[config.mk]
export PLATFORM = sky130hd
export DESIGN_NAME = clk_div_monitor_flat
export DESIGN_NICKNAME = d
export VERILOG_FILES = /design/src/rtl/clk_div_monitor_pkg.sv /design/src/rtl/clk_div_monitor_if.sv /design/src/rtl/clk_sync_edge.sv /design/src/rtl/clk_div_monitor.sv /design/src/flat_wrapper.sv
export SDC_FILE = /design/constraint.sdc
export NUM_CORES = 1
export LEC_CHECK = 0
export CAP_MARGIN = 20
export CORE_ASPECT_RATIO = 0.9
export CORE_MARGIN = 4
export CORE_UTILIZATION = 28
export CTS_CLUSTER_SIZE = 20
export DETAILED_ROUTE_END_ITERATION = 8
export PLACE_DENSITY = 0.5
export SLEW_MARGIN = 0
export SYNTH_ARGS = -nofsm -noshare
export SYNTH_HDL_FRONTEND = slang
export SYNTH_SLANG_ARGS = --single-unit
[constraint.sdc]
create_clock -name clk -period 2.15 [get_ports clk]
set_input_delay 0.3225 -clock clk [delete_from_list [all_inputs] [get_ports clk]]
set_output_delay 0.3225 -clock clk [all_outputs]
set_load 0.02 [all_outputs]
[src/rtl/clk_div_monitor_pkg.sv]
// ============================================================================
// Module      : clk_div_pkg
// Description : Shared FSM state encoding and default widths for clk_div_monitor.
// Revision    : 1.0 - initial release
// ============================================================================
`default_nettype none

package clk_div_pkg;

    typedef enum logic [1:0] {
        ST_IDLE    = 2'd0,
        ST_ARM     = 2'd1,
        ST_MEASURE = 2'd2
    } state_t;

    localparam int DEF_CNT_WIDTH   = 8;
    localparam int DEF_SYNC_STAGES = 2;
    localparam int DEF_LOCK_COUNT  = 4;

endpackage

`default_nettype wire

[src/rtl/clk_div_monitor_if.sv]
// ============================================================================
// Module      : clk_div_monitor_if
// Description : Control/measurement bundle between a driver and clk_div_monitor.
// Revision    : 1.0 - initial release
// ============================================================================
`default_nettype none

interface clk_div_monitor_if #(
    parameter int CNT_WIDTH = clk_div_pkg::DEF_CNT_WIDTH
) ();

    logic                 meas_en;
    logic                 clk_div_in;
    logic [CNT_WIDTH-1:0] period_out;
    logic [CNT_WIDTH-1:0] high_out;
    logic                 meas_valid;
    logic                 locked;
    logic                 overflow;

    modport master (
        output meas_en, clk_div_in,
        input  period_out, high_out, meas_valid, locked, overflow
    );

    modport slave (
        input  meas_en, clk_div_in,
        output period_out, high_out, meas_valid, locked, overflow
    );

endinterface

`default_nettype wire

[src/rtl/clk_sync_edge.sv]
// ============================================================================
// Module      : clk_sync_edge
// Description : Multi-flop synchronizer for an async level plus rise/fall detect.
// Revision    : 1.0 - initial release
// ============================================================================
`default_nettype none

module clk_sync_edge #(
    parameter int SYNC_STAGES = 2
) (
    input  wire logic clk,
    input  wire logic rst,
    input  wire logic i_d,
    output logic      o_s,
    output logic      o_rise,
    output logic      o_fall
);

    logic [SYNC_STAGES-1:0] r_sync;
    logic                   r_s_d;

    always_ff @(posedge clk) begin
        if (rst) begin
            r_sync <= '0;
            r_s_d  <= 1'b0;
        end else begin
            r_sync <= {r_sync[SYNC_STAGES-2:0], i_d};
            r_s_d  <= r_sync[SYNC_STAGES-1];
        end
    end

    assign o_s    = r_sync[SYNC_STAGES-1];
    assign o_rise =  o_s & ~r_s_d;
    assign o_fall = ~o_s &  r_s_d;

endmodule

`default_nettype wire

[src/rtl/clk_div_monitor.sv]
// ============================================================================
// Module      : clk_div_monitor
// Description : Measures period/high time of a divided clock in clk cycles, with lock/overflow.
// Revision    : 1.0 - initial release
// ============================================================================
`default_nettype none

module clk_div_monitor
    import clk_div_pkg::*;
#(
    parameter int CNT_WIDTH   = DEF_CNT_WIDTH,
    parameter int SYNC_STAGES = DEF_SYNC_STAGES,
    parameter int LOCK_COUNT  = DEF_LOCK_COUNT
) (
    input  wire logic        clk,
    input  wire logic        rst,
    clk_div_monitor_if.slave bus
);

    localparam int MW = $clog2(LOCK_COUNT) + 1;
    localparam logic [MW-1:0] c_lock_cnt = MW'(LOCK_COUNT);

    state_t               r_state, w_next_state;
    logic [CNT_WIDTH-1:0] r_cnt, r_period, r_high;
    logic [MW-1:0]        r_match, w_match_nxt;
    logic                 r_valid, r_locked, r_overflow, r_high_seen;
    logic                 w_s, w_rise, w_fall, w_cnt_max, w_capture_high;

    clk_sync_edge #(.SYNC_STAGES(SYNC_STAGES)) u_sync (
        .clk    (clk),
        .rst    (rst),
        .i_d    (bus.clk_div_in),
        .o_s    (w_s),
        .o_rise (w_rise),
        .o_fall (w_fall)
    );

    assign w_cnt_max      = (r_cnt == '1);
    // Only the first fall after a rise defines the high time.
    assign w_capture_high = w_fall & ~w_s & ~r_high_seen;

    always_ff @(posedge clk) begin
        if (rst) r_state <= ST_IDLE;
        else     r_state <= w_next_state;
    end

    always_comb begin
        w_next_state = r_state;
        w_match_nxt  = MW'(1);
        if (r_cnt == r_period)
            w_match_nxt = (r_match == '1) ? r_match : r_match + 1'b1;
        if (!bus.meas_en) begin
            w_next_state = ST_IDLE;
        end else begin
            case (r_state)
                ST_IDLE:    w_next_state = ST_ARM;
                ST_ARM:     if (w_rise) w_next_state = ST_MEASURE;
                ST_MEASURE: if (!w_rise && w_cnt_max) w_next_state = ST_ARM;
                default:    w_next_state = ST_IDLE;
            endcase
        end
    end

    always_ff @(posedge clk) begin
        if (rst) begin
            r_cnt       <= '0;
            r_period    <= '0;
            r_high      <= '0;
            r_match     <= '0;
            r_valid     <= 1'b0;
            r_locked    <= 1'b0;
            r_overflow  <= 1'b0;
            r_high_seen <= 1'b0;
        end else begin
            r_valid <= 1'b0;
            if (!bus.meas_en) begin
                r_cnt       <= '0;
                r_match     <= '0;
                r_locked    <= 1'b0;
                r_high_seen <= 1'b0;
            end else begin
                case (r_state)
                    ST_IDLE: begin
                        r_overflow <= 1'b0;
                        r_cnt      <= '0;
                    end
                    ST_ARM: begin
                        if (w_rise) begin
                            r_cnt       <= CNT_WIDTH'(1);
                            r_high_seen <= 1'b0;
                        end
                    end
                    ST_MEASURE: begin
                        if (w_capture_high) begin
                            r_high      <= r_cnt;
                            r_high_seen <= 1'b1;
                        end
                        // A rise on the saturated count is still a valid period.
                        if (w_rise) begin
                            r_period    <= r_cnt;
                            r_valid     <= 1'b1;
                            r_cnt       <= CNT_WIDTH'(1);
                            r_high_seen <= 1'b0;
                            r_match     <= w_match_nxt;
                            r_locked    <= (w_match_nxt >= c_lock_cnt);
                        end else if (w_cnt_max) begin
                            r_overflow <= 1'b1;
                            r_locked   <= 1'b0;
                            r_match    <= '0;
                        end else begin
                            r_cnt <= r_cnt + 1'b1;
                        end
                    end
                    default: r_cnt <= '0;
                endcase
            end
        end
    end

    assign bus.period_out = r_period;
    assign bus.high_out   = r_high;
    assign bus.meas_valid = r_valid;
    assign bus.locked     = r_locked;
    assign bus.overflow   = r_overflow;

endmodule

`default_nettype wire

[src/flat_wrapper.sv]
// flat-port wrapper written by rule: the top's interface ports become plain ports
module clk_div_monitor_flat import clk_div_pkg::*;
#(
    parameter int CNT_WIDTH   = DEF_CNT_WIDTH,
    parameter int SYNC_STAGES = DEF_SYNC_STAGES,
    parameter int LOCK_COUNT  = DEF_LOCK_COUNT
)
  (clk, rst, bus_meas_en, bus_clk_div_in, bus_period_out, bus_high_out, bus_meas_valid, bus_locked, bus_overflow);
  clk_div_monitor_if #(.CNT_WIDTH(CNT_WIDTH)) bus_i ();
  input  wire logic clk;
  input  wire logic rst;
  input wire logic [$bits(bus_i.meas_en)-1:0] bus_meas_en;
  input wire logic [$bits(bus_i.clk_div_in)-1:0] bus_clk_div_in;
  output wire logic [$bits(bus_i.period_out)-1:0] bus_period_out;
  output wire logic [$bits(bus_i.high_out)-1:0] bus_high_out;
  output wire logic [$bits(bus_i.meas_valid)-1:0] bus_meas_valid;
  output wire logic [$bits(bus_i.locked)-1:0] bus_locked;
  output wire logic [$bits(bus_i.overflow)-1:0] bus_overflow;
  assign bus_i.meas_en = bus_meas_en;
  assign bus_i.clk_div_in = bus_clk_div_in;
  assign bus_period_out = bus_i.period_out;
  assign bus_high_out = bus_i.high_out;
  assign bus_meas_valid = bus_i.meas_valid;
  assign bus_locked = bus_i.locked;
  assign bus_overflow = bus_i.overflow;
  clk_div_monitor #(.CNT_WIDTH(CNT_WIDTH), .SYNC_STAGES(SYNC_STAGES), .LOCK_COUNT(LOCK_COUNT)) u_core (.clk(clk), .rst(rst), .bus(bus_i));
endmodule
Yosys cells after proc, flatten, opt, wreduce, memory -nomap -nowiden
Index checks and enable logic that the tools add are counted.
{ "totals": {"regBits": 36, "out_inout_bits": 19} }
{ "classes": {"addsub": 2, "n_lt_le_gt_ge": 1, "eq_ne": 11, "n_mux": 21, "bitwise": 9, "reduce_logical": 15} }
{ "op_table": {"columns": ["op", "count"], "rows": [
  ["2-to-1 mux 8 bit", 3],
  ["one-hot mux 8 bit (2 select lines)", 1],
  ["2-to-1 mux 3 bit", 4],
  ["AND reduction 3 bit", 3],
  ["adder 8 x 1 -> 8 bit, second input constant", 1],
  ["equality test 8 bit", 1],
  ["equality test 8 bit, second input constant", 1],
  ["2-to-1 mux 1 bit", 8],
  ["!= test 2 x 1 -> 1 bit, second input constant", 3],
  ["one-hot mux 2 bit (3 select lines)", 1],
  ["AND reduction 2 bit", 3],
  ["nonzero test 2 bit", 3],
  ["inverter 1 bit", 5],
  ["bitwise AND 1 bit", 4],
  ["2-to-1 mux 2 bit", 2],
  ["one-hot mux 1 bit (2 select lines)", 2],
  ["AND reduction 4 bit", 1],
  ["adder 3 x 1 -> 3 bit, second input constant", 1],
  ["equality test 3 bit, second input constant", 1],
  [">= comparator 3 bit, second input constant", 1],
  ["!= test 3 x 1 -> 1 bit, second input constant", 1],
  ["!= test 3 x 2 -> 1 bit, second input constant", 1],
  ["OR reduction 3 bit", 1],
  ["equality test 2 x 1 -> 1 bit, second input constant", 1],
  ["other kinds (6)", 6]
]} }

Logic depth before layout (Yosys ltp)
{ "logic_depth": {"depth_word": 7, "ltp_mapped": 7, "depth_no_buf": 6} }

Hierarchy
From an unflattened synthesis, not the netlist that was laid out.
{ "unflattened": {"hier_cells": 202, "hier_area_um2": 1759.2} }
{ "by_module_without_submodules": {"columns": ["mod", "instances", "cells_each", "area_each_um2", "seq_area_each_um2"], "rows": [
  ["clk_div_monitor", 1, 194, 1667.8, 640.6],
  ["clk_sync_edge", 1, 8, 91.3, 60.1]
]} }

Least setup slack after synthesis
No wires, ideal clock.
{ "synth_timing": {"path_kind": "reg2reg", "from": "reg u_core.r_cnt[1]", "to": "reg u_core.r_cnt[7]", "t_arrival_ps": 1534, "path_slack_ps": 546, "path_stages_with_launch": 6, "n_path_buf": 0, "period_less_slack_ps": 1604, "path_cell_list": "dfxtp_1 ha_1 and4_1 a221o_1 or3_1 a21oi_1"} }
{ "synth_via": {"elab_chain_len": 4} }
{ "synth_rtl": {"columns": ["item", "line", "text"], "rows": [
  ["from (decl)", "clk_div_monitor.sv:24", "logic [CNT_WIDTH-1:0] r_cnt, r_period, r_high;"],
  ["from (signal assigned)", "clk_div_monitor.sv:111", "r_cnt <= r_cnt + 1'b1;"],
  ["adder 8 x 1 -> 8 bit", "clk_div_monitor.sv:111", null],
  ["2-to-1 mux 8 bit", "clk_div_monitor.sv:106", "end else if (w_cnt_max) begin"],
  ["2-to-1 mux 8 bit", "clk_div_monitor.sv:99", "if (w_rise) begin"],
  ["one-hot mux 8 bit (2 select lines)", "clk_div_monitor.sv:82", "case (r_state)"]
]} }
Parallel ways exist; a longest one is shown, timed or not. The select of a mux whose other input is x is not followed.
A chain may end at the register's enable or synchronous reset.

Final worst setup path
{ "layout_timing": {"from": "reg u_core.r_cnt[0]", "to": "reg u_core.r_cnt[5]"} }
Same word-level chain as after synthesis.

==> impl_metrics.tcl <==
set metrics [dict create \
    gp_congestion 0.797 \
    rr_endpoint "u_core.r_cnt[5]" \
    pwr_density_cell_mw_per_mm2 600 \
    leakage_nw 0.913 \
    die-height_um 83.6 \
    yosysTopAreaCell "dfxtp_1" \
    placed_cells 305 \
    cts_tree "yes" \
    antennaDiodeCount 0 \
    r2r.worst_path.cells 6 \
    crit_path_start_kind "flip-flop" \
    hold_path.class "reg -> reg" \
    htree_levels 2 \
    hp-start "u_core.u_sync.r_sync[0]" \
    clk_latency_ps 290 \
    finalPower_mw 1.34 \
    synth.area.top_cells "dfxtp_1 (39%), mux2i_1 (6.2%), nand2_1 (5.3%)" \
    first_pass_iters 4 \
    worstSetupEndpointType "flip-flop" \
    fin_ws_ps 293 \
    syn-cell-area_mm2 0.00178 \
    wire_per_inst_um 13.4 \
    cp.arrival_ps 2030 \
    synthCells 198 \
    path_max_fanout 5 \
    cts.repair.resized 0 \
    synth_flop_cell "dfxtp_1" \
    crit_type "reg -> reg" \
    synth_edf_count 0 \
    synth_seq_cells 35 \
    yosysWarnings 0 \
    setup-tns-final_ps 0 \
    post-cts-setup-buffer-count 0 \
    final_max_slew_viol_count 0 \
    timing.rr.start "u_core.r_cnt[0]" \
    coreArea_mm2 0.00615 \
    grtUsageTotal 0.118 \
    outcome "complete, no violations" \
    yosysSeqAreaShare 0.394 \
    route.vias.total 1495 \
    via_per_inst 4.78 \
    holdBufCountCts 0 \
    fp.dieW_um 92.0 \
    grt_overflow_total 0 \
    worstSetupEndpoint "u_core.r_cnt[5]" \
    max_slew_margin 0.640 \
    rows 27 \
    cts_buffer_depth 2 \
    antenna_found_initial 0 \
    whs_ps 444 \
    cts.sinks 35 \
    layout.nets 235 \
    dieArea_mm2 0.00769 \
    worstPathRequired_ps 2330 \
    area_delta_synth_final_pct 25.8 \
    max_freq_ghz 0.539 \
    path_clk_slew_ps 80 \
    peakVddDrop_mv 0.253 \
    finalCritPeriodShare 0.864 \
    route.detailed.drc 0 \
    dp_hpwl_um 3060 \
    async_flop_share 0 \
    initial_utilization 0.289 \
    fin_skew_ps 8.03 \
    ioPinCount 23 \
    wl_um 4190 \
    synth_top_area_frac 0.394 \
    first_iter_violations 119 \
    cts_made_buffers 5 \
    cts_root_buf "clkbuf_8" \
    ant_nets 0 \
    syn_area_per_cell_um2 8.98 \
    cp-startpoint "u_core.r_cnt[0]" \
    r2r_setup_slack_ps 290 \
    place_area_mm2 0.00212 \
    grt_pass1_wl_um 7400 \
    grt_setup_unrepaired "false" \
    port_buffers 22 \
    final_layout_size_suffix_gt1_frac 0.137 \
    design_area_mm2 0.00224 \
    drv_cap 0 \
    grt_max_degree 25 \
    hold_viol_final 0 \
    synth_cell_types 40 \
    dp_slack_ps 156 \
    final_cells 313 \
    worstMarginPinSlew_ps 538 \
    grt_pass1_vias 1493 \
    period_minus_slack_ps 1860 \
    synth_fp_nets 208 \
    utilization 0.364 \
    fillers 654 \
    setup_viol 0 \
]
[registers in the layout (all words and copies together) (netlist names)]
register	cells
u_core.bus.high_out	8
u_core.bus.period_out	8
u_core.r_cnt	8
u_core.r_match	2
u_core.r_state	2
u_core.u_sync.r_sync	2
u_core.bus.locked	1
u_core.bus.meas_valid	1
u_core.bus.overflow	1
u_core.r_high_seen	1
u_core.u_sync.r_s_d	1
[worst min-delay path by stage]
stage / endpoint / slack (ps) / depth (start not counted)
final: u_core.u_sync.r_sync[1] / 440 / 1
after global routing: u_core.u_sync.r_sync[1] / 480 / 1
after CTS: u_core.u_sync.r_sync[1] / 450 / 1
after detailed placement: u_core.u_sync.r_sync[1] / 430 / 1
after global placement: u_core.u_sync.r_sync[1] / 420 / 1
after floorplan: u_core.u_sync.r_sync[1] / 410 / 1
[power by group]
part | leakage (nW) | total (mW) | internal (mW) | switching, mW
Clock | 0.0612 | 0.627 | 0.375 | 0.252
Combinational | 0.570 | 0.0601 | 0.0242 | 0.0359
Sequential | 0.283 | 0.655 | 0.652 | 0.00373
[worst max-delay path: stages (launching register included)]
cell     delay, ps
dfxtp_1        320
ha_1           280
and4_1         300
a31oi_1        300
nor3_1          90
buf_4          170
a211o_1        290
[synthesized netlist by cell type, types with 2 or more instances]
library cell,count
nor2_1,13
nor4_2,5
nor2b_1,5
buf_6,4
or3_1,3
a211o_1,4
nand4b_1,2
nor3_1,3
a21oi_1,15
o211ai_1,2
xor2_1,8
dfxtp_1,35
nand3_1,9
mux2i_1,11
and3_1,6
ha_1,6
buf_2,6
nand2_1,25
o21ai_0,2
a31oi_1,2
clkbuf_1,7
inv_1,3
nand4_1,3
nand2b_1,3
[per-layer routing]
metal	vias to the layer above	GRT usage	wire length (um)
met5	-	0	0
met4	0	0.0445	80
met3	10	0.0252	139
met2	29	0.176	1850
met1	705	0.165	2120
li1	751	-	-
[cells by family (layout without fill, tap and decap cells)]
logic type	count (synthesis)	after routing	synth area share
adder cells (fa/ha/maj)	6	6	0.0422
AO/OA/AOI/OAI	34	34	0.129
AND/OR/NAND/NOR	84	84	0.270
XOR/XNOR	8	8	0.0394
multiplexers	11	11	0.0619
buffers and inverters	20	48	0.0633
flip-flops	35	35	0.394
[final cells by class]
cell class | count | area, um2 | area share
Multi-Input combinational cell | 143 | 965 | 0.431
Sequential cell | 35 | 701 | 0.313
Timing Repair Buffer | 37 | 333 | 0.149
Tap cell | 87 | 109 | 0.0487
Clock buffer | 6 | 82.6 | 0.0369
Clock inverter | 2 | 35.0 | 0.0157
Inverter | 3 | 11.3 | 0.00504
[placed cells by master (no fill, tap or decap), drive strengths merged, types with 2 or more instances in the layout]
| master | n |
|---|---|
| and3 | 6 |
| ha | 6 |
| inv | 3 |
| nand3 | 9 |
| o211ai | 2 |
| nor3 | 3 |
| buf | 15 |
| nor2 | 14 |
| xor2 | 8 |
| clkbuf | 6 |
| mux2i | 11 |
| nand2b | 4 |
| a211o | 4 |
| a31oi | 2 |
| or3 | 3 |
| nor2b | 5 |
| nand4b | 2 |
| clkdlybuf4s50 | 22 |
| nor4 | 6 |
| nand4 | 3 |
| o21ai | 2 |
| nand2 | 25 |
| dfxtp | 35 |
| a21oi | 15 |
No activity file was read; power rests on OpenSTA's default activity.
